--- src/rtl/pipe_buffer.sv ---
// Inter-stage pipeline buffer: DEPTH-entry FIFO with flush, debug halt and an
// optional zero-latency fallthrough path when empty.
module pipe_buffer #(
  parameter int WIDTH       = 32,
  parameter int DEPTH       = 2,
  parameter int FALLTHROUGH = 0
) (
  input  logic                       clk,
  input  logic                       rst_i,
  input  logic                       flush_i,
  input  logic                       halt_i,
  input  logic                       valid_i,
  input  logic [WIDTH-1:0]           data_i,
  output logic                       ack_o,
  output logic                       valid_o,
  output logic [WIDTH-1:0]           data_o,
  input  logic                       ack_i,
  output logic [$clog2(DEPTH+1)-1:0] count_o
);

  localparam int CW = $clog2(DEPTH + 1);
  localparam int PW = $clog2(DEPTH);
  localparam logic [CW-1:0] DEPTH_CNT = CW'(DEPTH);
  localparam logic [PW-1:0] LAST_IDX  = PW'(DEPTH - 1);
  localparam bit FT = (FALLTHROUGH != 0);

  logic [WIDTH-1:0] mem [DEPTH];
  logic [PW-1:0]    rptr;
  logic [PW-1:0]    wptr;
  logic [CW-1:0]    cnt;

  logic active;
  logic empty;
  logic push;
  logic pop;
  logic bypass;
  logic do_push;
  logic do_pop;

  // ack_o depends only on occupancy, never on ack_i, so a full buffer
  // cannot accept a payload in the same cycle it frees a slot.
  assign active  = !rst_i && !flush_i && !halt_i;
  assign empty   = (cnt == '0);
  assign ack_o   = active && (cnt < DEPTH_CNT);
  assign valid_o = active && (!empty || (FT && valid_i));
  assign push    = valid_i && ack_o;
  assign pop     = valid_o && ack_i;
  assign bypass  = FT && empty && push && pop;
  assign do_push = push && !bypass;
  assign do_pop  = pop && !bypass;
  assign count_o = cnt;

  always_comb begin
    data_o = '0;
    if (valid_o) begin
      if (!empty) data_o = mem[rptr];
      else        data_o = data_i;
    end
  end

  always_ff @(posedge clk) begin
    if (do_push) mem[wptr] <= data_i;
  end

  always_ff @(posedge clk) begin
    if (rst_i || flush_i) begin
      rptr <= '0;
      wptr <= '0;
      cnt  <= '0;
    end else if (!halt_i) begin
      if (do_push) wptr <= (wptr == LAST_IDX) ? '0 : wptr + 1'b1;
      if (do_pop)  rptr <= (rptr == LAST_IDX) ? '0 : rptr + 1'b1;
      case ({do_push, do_pop})
        2'b10:   cnt <= cnt + 1'b1;
        2'b01:   cnt <= cnt - 1'b1;
        default: cnt <= cnt;
      endcase
    end
  end

endmodule

--- config.mk ---
export PLATFORM = sky130hd
export DESIGN_NAME = pipe_buffer
export DESIGN_NICKNAME = d
export VERILOG_FILES = /design/src/rtl/pipe_buffer.sv
export SDC_FILE = /design/constraint.sdc
export NUM_CORES = 1
export LEC_CHECK = 0
export CORE_MARGIN = 3
export CORE_UTILIZATION = 51
export DETAILED_ROUTE_END_ITERATION = 12
export PLACE_DENSITY = 0.8
export SLEW_MARGIN = 20
export SYNTH_ARGS = -nofsm -noshare
export SYNTH_HDL_FRONTEND = slang
export SYNTH_SLANG_ARGS = --single-unit
--- constraint.sdc ---
create_clock -name clk -period 6.6 [get_ports clk]
set_input_delay 0.66 -clock clk [delete_from_list [all_inputs] [get_ports clk]]
set_output_delay 0.66 -clock clk [all_outputs]
set_load 0.01 [all_outputs]
# Word level (Yosys, flattened, before mapping)
# Memories as Yosys holds them, arrays and structs flattened. A register that Yosys moved wholly into a read port is not among the register bits.
# Index checks and enable logic that the tools add are counted.
# totals
regBits	4
ram_bits	64
out_inout_bits	36
wordCells	37
mem_count	1
# mem_list
memory	words	word_bits	rd	rd_clocked_by_memory_dff	wr	line	rtl
mem	2	32	1	1	1	27	logic [WIDTH-1:0] mem [DEPTH];
# classes
addsub	4
order_cmp	1
n_eq_ne	2
muxes	9
bitwise_logic	1
n_reduce_logical	16
# ops
operator	count
$mux 32	2
$logic_and 1x1->1	6
$mux 1	6
$reduce_and 2->1	3
$logic_not 1->1	4
$pmux 2 s2	1
$add 1x1->1 const B	2
$add 2x1->2 const B	1
$eq 2x1->1 const B	1
$eq 2x2->1 const B	1
$logic_not 2->1	1
$lt 2x2->1 const B	1
$reduce_bool 2->1	1
$sub 2x1->2 const B	1
$logic_or 1x1->1	1
$not 1->1	1

# Longest topological paths before layout
# Gate-level depths: netlist (run 1).
# depth
word_depth	8
ltp_mapped	8

# Least setup slack after synthesis (run 1)
# OpenSTA, ideal clock, no wires.
# synth_path
kind	input to register
startpoint	in halt_i
endpoint	mem mem[0][0], enable pin
setup_time_ps	421
t_arrival_ps	2382
required_ps	6179
setup_slack_ps	3797
path_stages	3
cell_sequence	nor3_1 nand3b_1 nor2_1
# synth_via
elab_chain_cells	6
# synth_lines
element	line	rtl
from (decl)	11	input logic halt_i,
$logic_not 1->1	--	
$logic_and 1x1->1	42	assign active = !rst_i && !flush_i && !halt_i;
$logic_and 1x1->1	44	assign ack_o = active && (cnt < DEPTH_CNT);
$logic_and 1x1->1	46	assign push = valid_i && ack_o;
$mux 1	62	if (do_push) mem[wptr] <= data_i;
$mux 1 (implied by the code)	62	
to (decl)	27	
# Every way passes these cells.

# Final worst setup path (run 1)
# layout_path
startpoint	in halt_i
endpoint	out data_o[27]
# layout_via
elab_chain_cells	4
# layout_lines
element	line	rtl
$logic_not 1->1	--	
$logic_and 1x1->1	42	
$logic_and 1x1->1	45	assign valid_o = active && (!empty || (FT && valid_i));
$mux 32	55	if (valid_o) begin
to (decl)	16	output logic [WIDTH-1:0] data_o,
# Every way passes these cells.

==> results of run 1 <==
## area by class of cell
class	count	area, um^2
fillers	349	1240
inverters	2	7.51
multi-input cells	89	612
clock buffers	14	163
clock inverters	2	10.0
flip-flops and latches	69	2020
well taps	67	83.8
repair buffers	74	738
## critical path, cell delays in order
cell	delay (ns)
clkdlybuf4s50_1	0.52
nor3_1	0.37
o21ai_2	0.09
buf_4	0.26
nor2_1	0.18
clkdlybuf4s50_1	0.56
## sequential cells by signal, summed over array words and instances (netlist names), named ones only
signal,cells
rptr,1
mem,64
count_o,2
wptr,1
## placed cells by master (no fill, tap or decap)
master / count
dfxtp_2: 1
o31ai_1: 1
clkbuf_8: 11
a21oi_1: 4
mux2i_1: 32
edfxtp_1: 64
o21ai_0: 2
or2_2: 1
clkdlybuf4s50_1: 73
clkinv_2: 2
clkbuf_1: 3
xnor2_1: 2
dfxtp_1: 4
or3_2: 1
or3_1: 1
or4_1: 1
o21ai_2: 1
and2_1: 1
nor3_1: 2
nor3b_1: 1
nor2_1: 34
inv_1: 2
nand2b_1: 1
nor2_4: 2
nand3b_1: 1
ha_1: 1
buf_4: 1
## final timing paths
kind	from	cells past startpoint	slack [ns]	to
setup / recovery	halt_i	6	3.30	data_o[27]
setup reg to reg	count_o[1]	7	4.39	count_o[1]
hold reg to reg	rptr	2	0.56	rptr
hold / removal	rptr	2	0.56	rptr
## layer usage
metal | vias up | GRT usage (%) | share of wire (%)
met3 | 9 | 5.85 | 4.6
met4 | 0 | 7.34 | 1.2
met1 | 773 | 20.7 | 42
li1 | 776 | - | -
met2 | 46 | 31.3 | 52
met5 | - | 0 | 0
## synthesized netlist by cell type
master    instances
o21ai_0           2
nand3b_1          1
or3_1             1
clkbuf_1          1
inv_1             2
buf_2             7
mux2i_1          32
nand2b_1          1
nor3_1            2
o21ai_1           1
or2_2             1
o31ai_1           1
dfxtp_1           5
ha_1              1
and2_1            1
or4_1             1
nor3b_1           1
or3_2             1
a21oi_1           4
nor2_1           36
xnor2_1           2
edfxtp_1         64
## cell families (layout without fill, tap and decap cells)
group	Yosys count	count (layout)	synth area share, %
mux	32	32	12.0
buf+inv	10	92	1.74
fa+ha+maj	1	1	0.470
flops	69	69	76.0
compound gates	8	8	1.60
xor+xnor	2	2	0.658
simple gates	46	46	7.52
## power by group through the flow
stage | clock network [mW] | registers [mW] | logic [mW]
2_1_floorplan | 0 | 0.493 | 0.00659
3_3_place_gp | 0 | 0.493 | 0.0333
3_5_place_dp | 0 | 0.493 | 0.0347
4_1_cts | 0.307 | 0.484 | 0.0348
5_1_grt | 0.325 | 0.484 | 0.0374
6_report | 0.301 | 0.484 | 0.0346
## through the flow
stage               cells  setup WS [ns]  cell area (um^2)  total power, mW
floorplan             168           3.80              2660            0.500
global placement      301           3.38              3460            0.526
detailed placement    301           3.31              3460            0.528
CTS                   317           3.30              3640            0.826
global route          317           3.16              3640            0.846
finish                317           3.30              3640            0.819
==> results by group, run 1 <==
Drt
  • Via/cell ratio: 5.06
  • Drt wl/cell: 16.1 um
  • Vias: 1,604
  • DRC: 0
  • Iteration-0 DRC Markers: 66
  • DRT antenna net count: 0
  • Drt pass-1 iters: 4
  • WL final: 5100 um

Power and ir drop
  • Clk pwr share: 36.7%
  • Sw Pwr: 0.158 mW
  • Sw Ratio: 19.3%
  • Max rail drop VDD: 0.145 mV
  • Comb pwr share: 4.2%
  • Power per cell area: 225 nW/um^2
  • Share of power burned in registers: 59.1%
  • Internal: 0.661 mW
  • Leak: 1.13 nW

Clock tree
  • Max clock buf depth: 2
  • CTS tree: built
  • Worst-Skew Late Latency: 0.34 ns
  • CTS root buf: clkbuf_8
  • CTS clk-pin slew, worst paths: 0.06 ns
  • H-tree levels: 3
  • # Post-CTS Setup Buffers: 0
  • Post-cts sizing count: 0
  • # clock sinks: 69
  • TritonCTS Buffers: 9
  • Hold_buf cts: 0

Floorplanning
  • Die height: 78.2 um
  • Die Footprint: 6120 um^2
  • Ports: 74
  • Initial core utilization: 54.5%
  • Die X: 78.2 um
  • Core area: 4880 um^2
  • Row count: 25

Job
  • Max-cap violations: 0

STA
  • Final Hold Vio Count: 0
  • Top achievable clock speed: 303 MHz
  • Slew Viols, Final: 0
  • Slew headroom: 34.6%
  • Least-Margin Pin Slew: 0.981 ns
  • Clk_skew: 0.00609 ns
  • Final period utilization: 49.9%
  • Unrepaired setup endpoints after global routing: no
  • Hold Slack: 0.556 ns
  • Min Tclk post-route: 3.30 ns
  • Endpoints failing setup: 0
  • Final setup TNS: 0 ns

Critical path
  • Worst setup SP type: primary input
  • Crit. End Element: output port
  • CP required: 5.94 ns
  • Critical path peak fanout: 33
  • Crit Path Class: in2out
  • Crit path DAT: 2.64 ns

Yosys
  • Area share of the largest cell type after synthesis: 72.2%
  • Seq/Total Area, Yosys: 76.0%
  • Mapped Area: 2660 um^2
  • Yosys top cell by area: edfxtp_1
  • Ys Warns: 0
  • #FFs+latches synth: 69
  • Net count after synthesis: 207
  • Dominant cells by area after synthesis: edfxtp_1 72%, mux2i_1 12%, nor2_1 5.1%
  • Cell variety after synth: 22
  • Syn Area/Cell: 15.8 um^2
  • Mapped Cells: 168

Cells and area
  • Final Util: 74.5%
  • Layout area overhead: 36.7%
  • Final #Nets: 284
  • Antenna Cells: 0
  • Fraction of layout cells with a size suffix above 1: 8.00%

Placed design
  • I/O Buffers: 73
  • Final GP Congestion: 0.757
  • Dpl hpwl: 3360 um

Global route
  • Via count of the first global-routing pass: 1,737
  • Total gr overflow: 0
  • Initial antenna violation count: 0
  • Pin count of the biggest net entering global routing: 34
  • Global-route wire length before repair: 8220 um
  • GRT Overall Usage: 18.1%

Run status
  • Status: complete, no violations

Worst hold path
  • Hold WC Path Type: reg2reg
Note: power is estimated with default switching activity, not from simulation.
==> run 2, diff against run 1 <==
- CORE_UTILIZATION: 51 -> 43
- PLACE_DENSITY: 0.8 -> 0.72
- clock period: 6.6 -> 2.8 ns (I/O delays scaled with it)
==> run 2 against run 1 <==
Compared with the run above: critical path depth unchanged; count of clock-buffer cells in the layout is 4 lower; utilization down 13 points; critical endpoint is now data_o[0]; critical path type unchanged; clock power up 120%.
==> results by group, run 2 (synthesized netlist as in run 1, its figures left out) <==
Clock tree
  • Hold_buf cts: 0
  • Worst-Skew Late Latency: 0.33 ns
  • TritonCTS Buffers: 9
  • Max clock buf depth: 2
  • CTS root buf: clkbuf_8
  • Post-cts sizing count: 0
  • # clock sinks: 69
  • H-tree levels: 3
  • CTS tree: built
  • CTS clk-pin slew, worst paths: 0.07 ns
  • # Post-CTS Setup Buffers: 0

Drt
  • Vias: 1,597
  • Via/cell ratio: 4.87
  • WL final: 4650 um
  • Drt pass-1 iters: 4
  • DRT antenna net count: 0
  • Drt wl/cell: 14.2 um
  • DRC: 0
  • Iteration-0 DRC Markers: 71

Job
  • Max-cap violations: 0

Cells and area
  • Most frequent cells in the layout: 73 x clkdlybuf4s50_1, 64 x edfxtp_1, 34 x nor2_1
  • Layout area overhead: 38.7%
  • Max reg flops: 64
  • Fraction of layout cells with a size suffix above 1: 9.09%
  • Largest register by flop count: mem
  • Final #Nets: 287
  • Reg area: 2020 um^2
  • Fin area: 3690 um^2
  • FILL cells: 493
  • Most common cell after layout, fill and taps aside: clkdlybuf4s50_1
  • Multi-input logic area: 612 um^2
  • Antenna Cells: 0

Critical path
  • CP max stage delay: 0.55 ns
  • End of the critical path: data_o[0]
  • R2R depth: 4
  • Reg-to-reg setup timing slack: 1.02 ns
  • Worst setup SP type: primary input
  • Crit Path Class: in2out
  • Critical path peak fanout: 32
  • Levels on crit path: 6
  • Reg-to-Reg End: count_o[1]
  • Crit path DAT: 2.21 ns
  • Critical path buffer and inverter count: 3
  • Family with the most delay on the worst path: buffers and inverters
  • CP required: 2.52 ns
  • Reg2reg start: count_o[1]
  • CP startpoint: halt_i
  • Crit. End Element: output port
  • Worst path slowest cell: clkdlybuf4s50_1
  • Crit path top cell by count: clkdlybuf4s50_1
  • Cell chain of the critical path: clkdlybuf4s50_1 > nor3_1 > o21ai_2 > buf_4 > nor2_1 > clkdlybuf4s50_1

STA
  • Min Tclk post-route: 2.49 ns
  • Unrepaired setup endpoints after global routing: no
  • Final Hold Vio Count: 0
  • Endpoints failing setup: 0
  • Hold Slack: 0.524 ns
  • Final period utilization: 88.8%
  • Clk_skew: 0.00714 ns
  • Top achievable clock speed: 402 MHz
  • Slew headroom: 71.3%
  • Slew Viols, Final: 0
  • Final setup TNS: 0 ns
  • Least-Margin Pin Slew: 0.431 ns

Floorplanning
  • Initial core utilization: 44.7%
  • Die height: 84.7 um
  • Ports: 74
  • Core area: 5960 um^2
  • Row count: 28
  • Die Footprint: 7170 um^2
  • Die X: 84.7 um

Global route
  • GR Layer Usage met3: 5.40%
  • Initial antenna violation count: 0
  • GR peak layer: met2
  • GRT Overall Usage: 14.2%
  • Pin count of the biggest net entering global routing: 33
  • Global-route wire length before repair: 7650 um
  • Via count of the first global-routing pass: 1,684
  • Met2 Track Usage GR: 23.6%
  • M1 GR Usage: 16.0%
  • Total gr overflow: 0

Power and ir drop
  • Leak: 1.14 nW
  • Max rail drop VDD: 0.346 mV
  • Power per cell area: 508 nW/um^2
  • Total power: 1.87 mW

Worst hold path
  • Hold WC Path Type: reg2reg

Placed design
  • DP Area: 3530 um^2
  • Final GP Congestion: 0.700
  • I/O Buffers: 73
  • Dpl hpwl: 3150 um

Run status
  • Status: complete, no violations
run 2: per-stage QoR:
| step | utilization [%] | cells | setup WS (ns) |
|---|---|---|---|
| finish | 62.0 | 328 | 0.315 |
| detailed placement | 59.3 | 312 | 0.307 |
| CTS | 62.0 | 328 | 0.305 |
| floorplan | - | 168 | 0.377 |
| global placement | 59.3 | 312 | 0.334 |
| global route | 62.0 | 328 | 0.166 |
run 2: power breakdown:
part / internal, mW / switching (mW)
clock: 0.310 / 0.342
sequential: 1.14 / 0.00320
combinational: 0.0551 / 0.0275
run 2: layout make-up:
class / count / share of cell area [%]
clock buffers: 10 / 3.46
clock inverters: 6 / 0.813
inverters: 2 / 0.203
multi-input cells: 89 / 16.6
flip-flops and latches: 69 / 54.8
well taps: 75 / 2.54
repair buffers: 77 / 21.6
run 2: worst min-delay path: stages (launching register included):
cell,delay (ns)
dfxtp_1,0.31
o21ai_0,0.10
a21oi_1,0.08
run 2: worst min-delay path by stage:
stage | from | endpoint | slack (ns) | depth (start not counted)
5_1_grt | data_i[15] | mem[0][15] | 0.51 | 1
3_3_place_gp | rptr | rptr | 0.49 | 2
4_1_cts | data_i[22] | mem[1][22] | 0.51 | 1
2_1_floorplan | data_i[0] | mem[0][0] | 0.38 | 0
3_5_place_dp | rptr | rptr | 0.51 | 2
6_report | rptr | flip-flop | 0.52 | 2
run 2: metal layers:
metal | share of wire, % | wire length (um) | vias to the layer above
li1 | - | - | 785
met1 | 41 | 1900 | 746
met2 | 50 | 2350 | 57
met3 | 7.0 | 327 | 9
met4 | 1.6 | 74 | 0
met5 | 0 | 0 | -
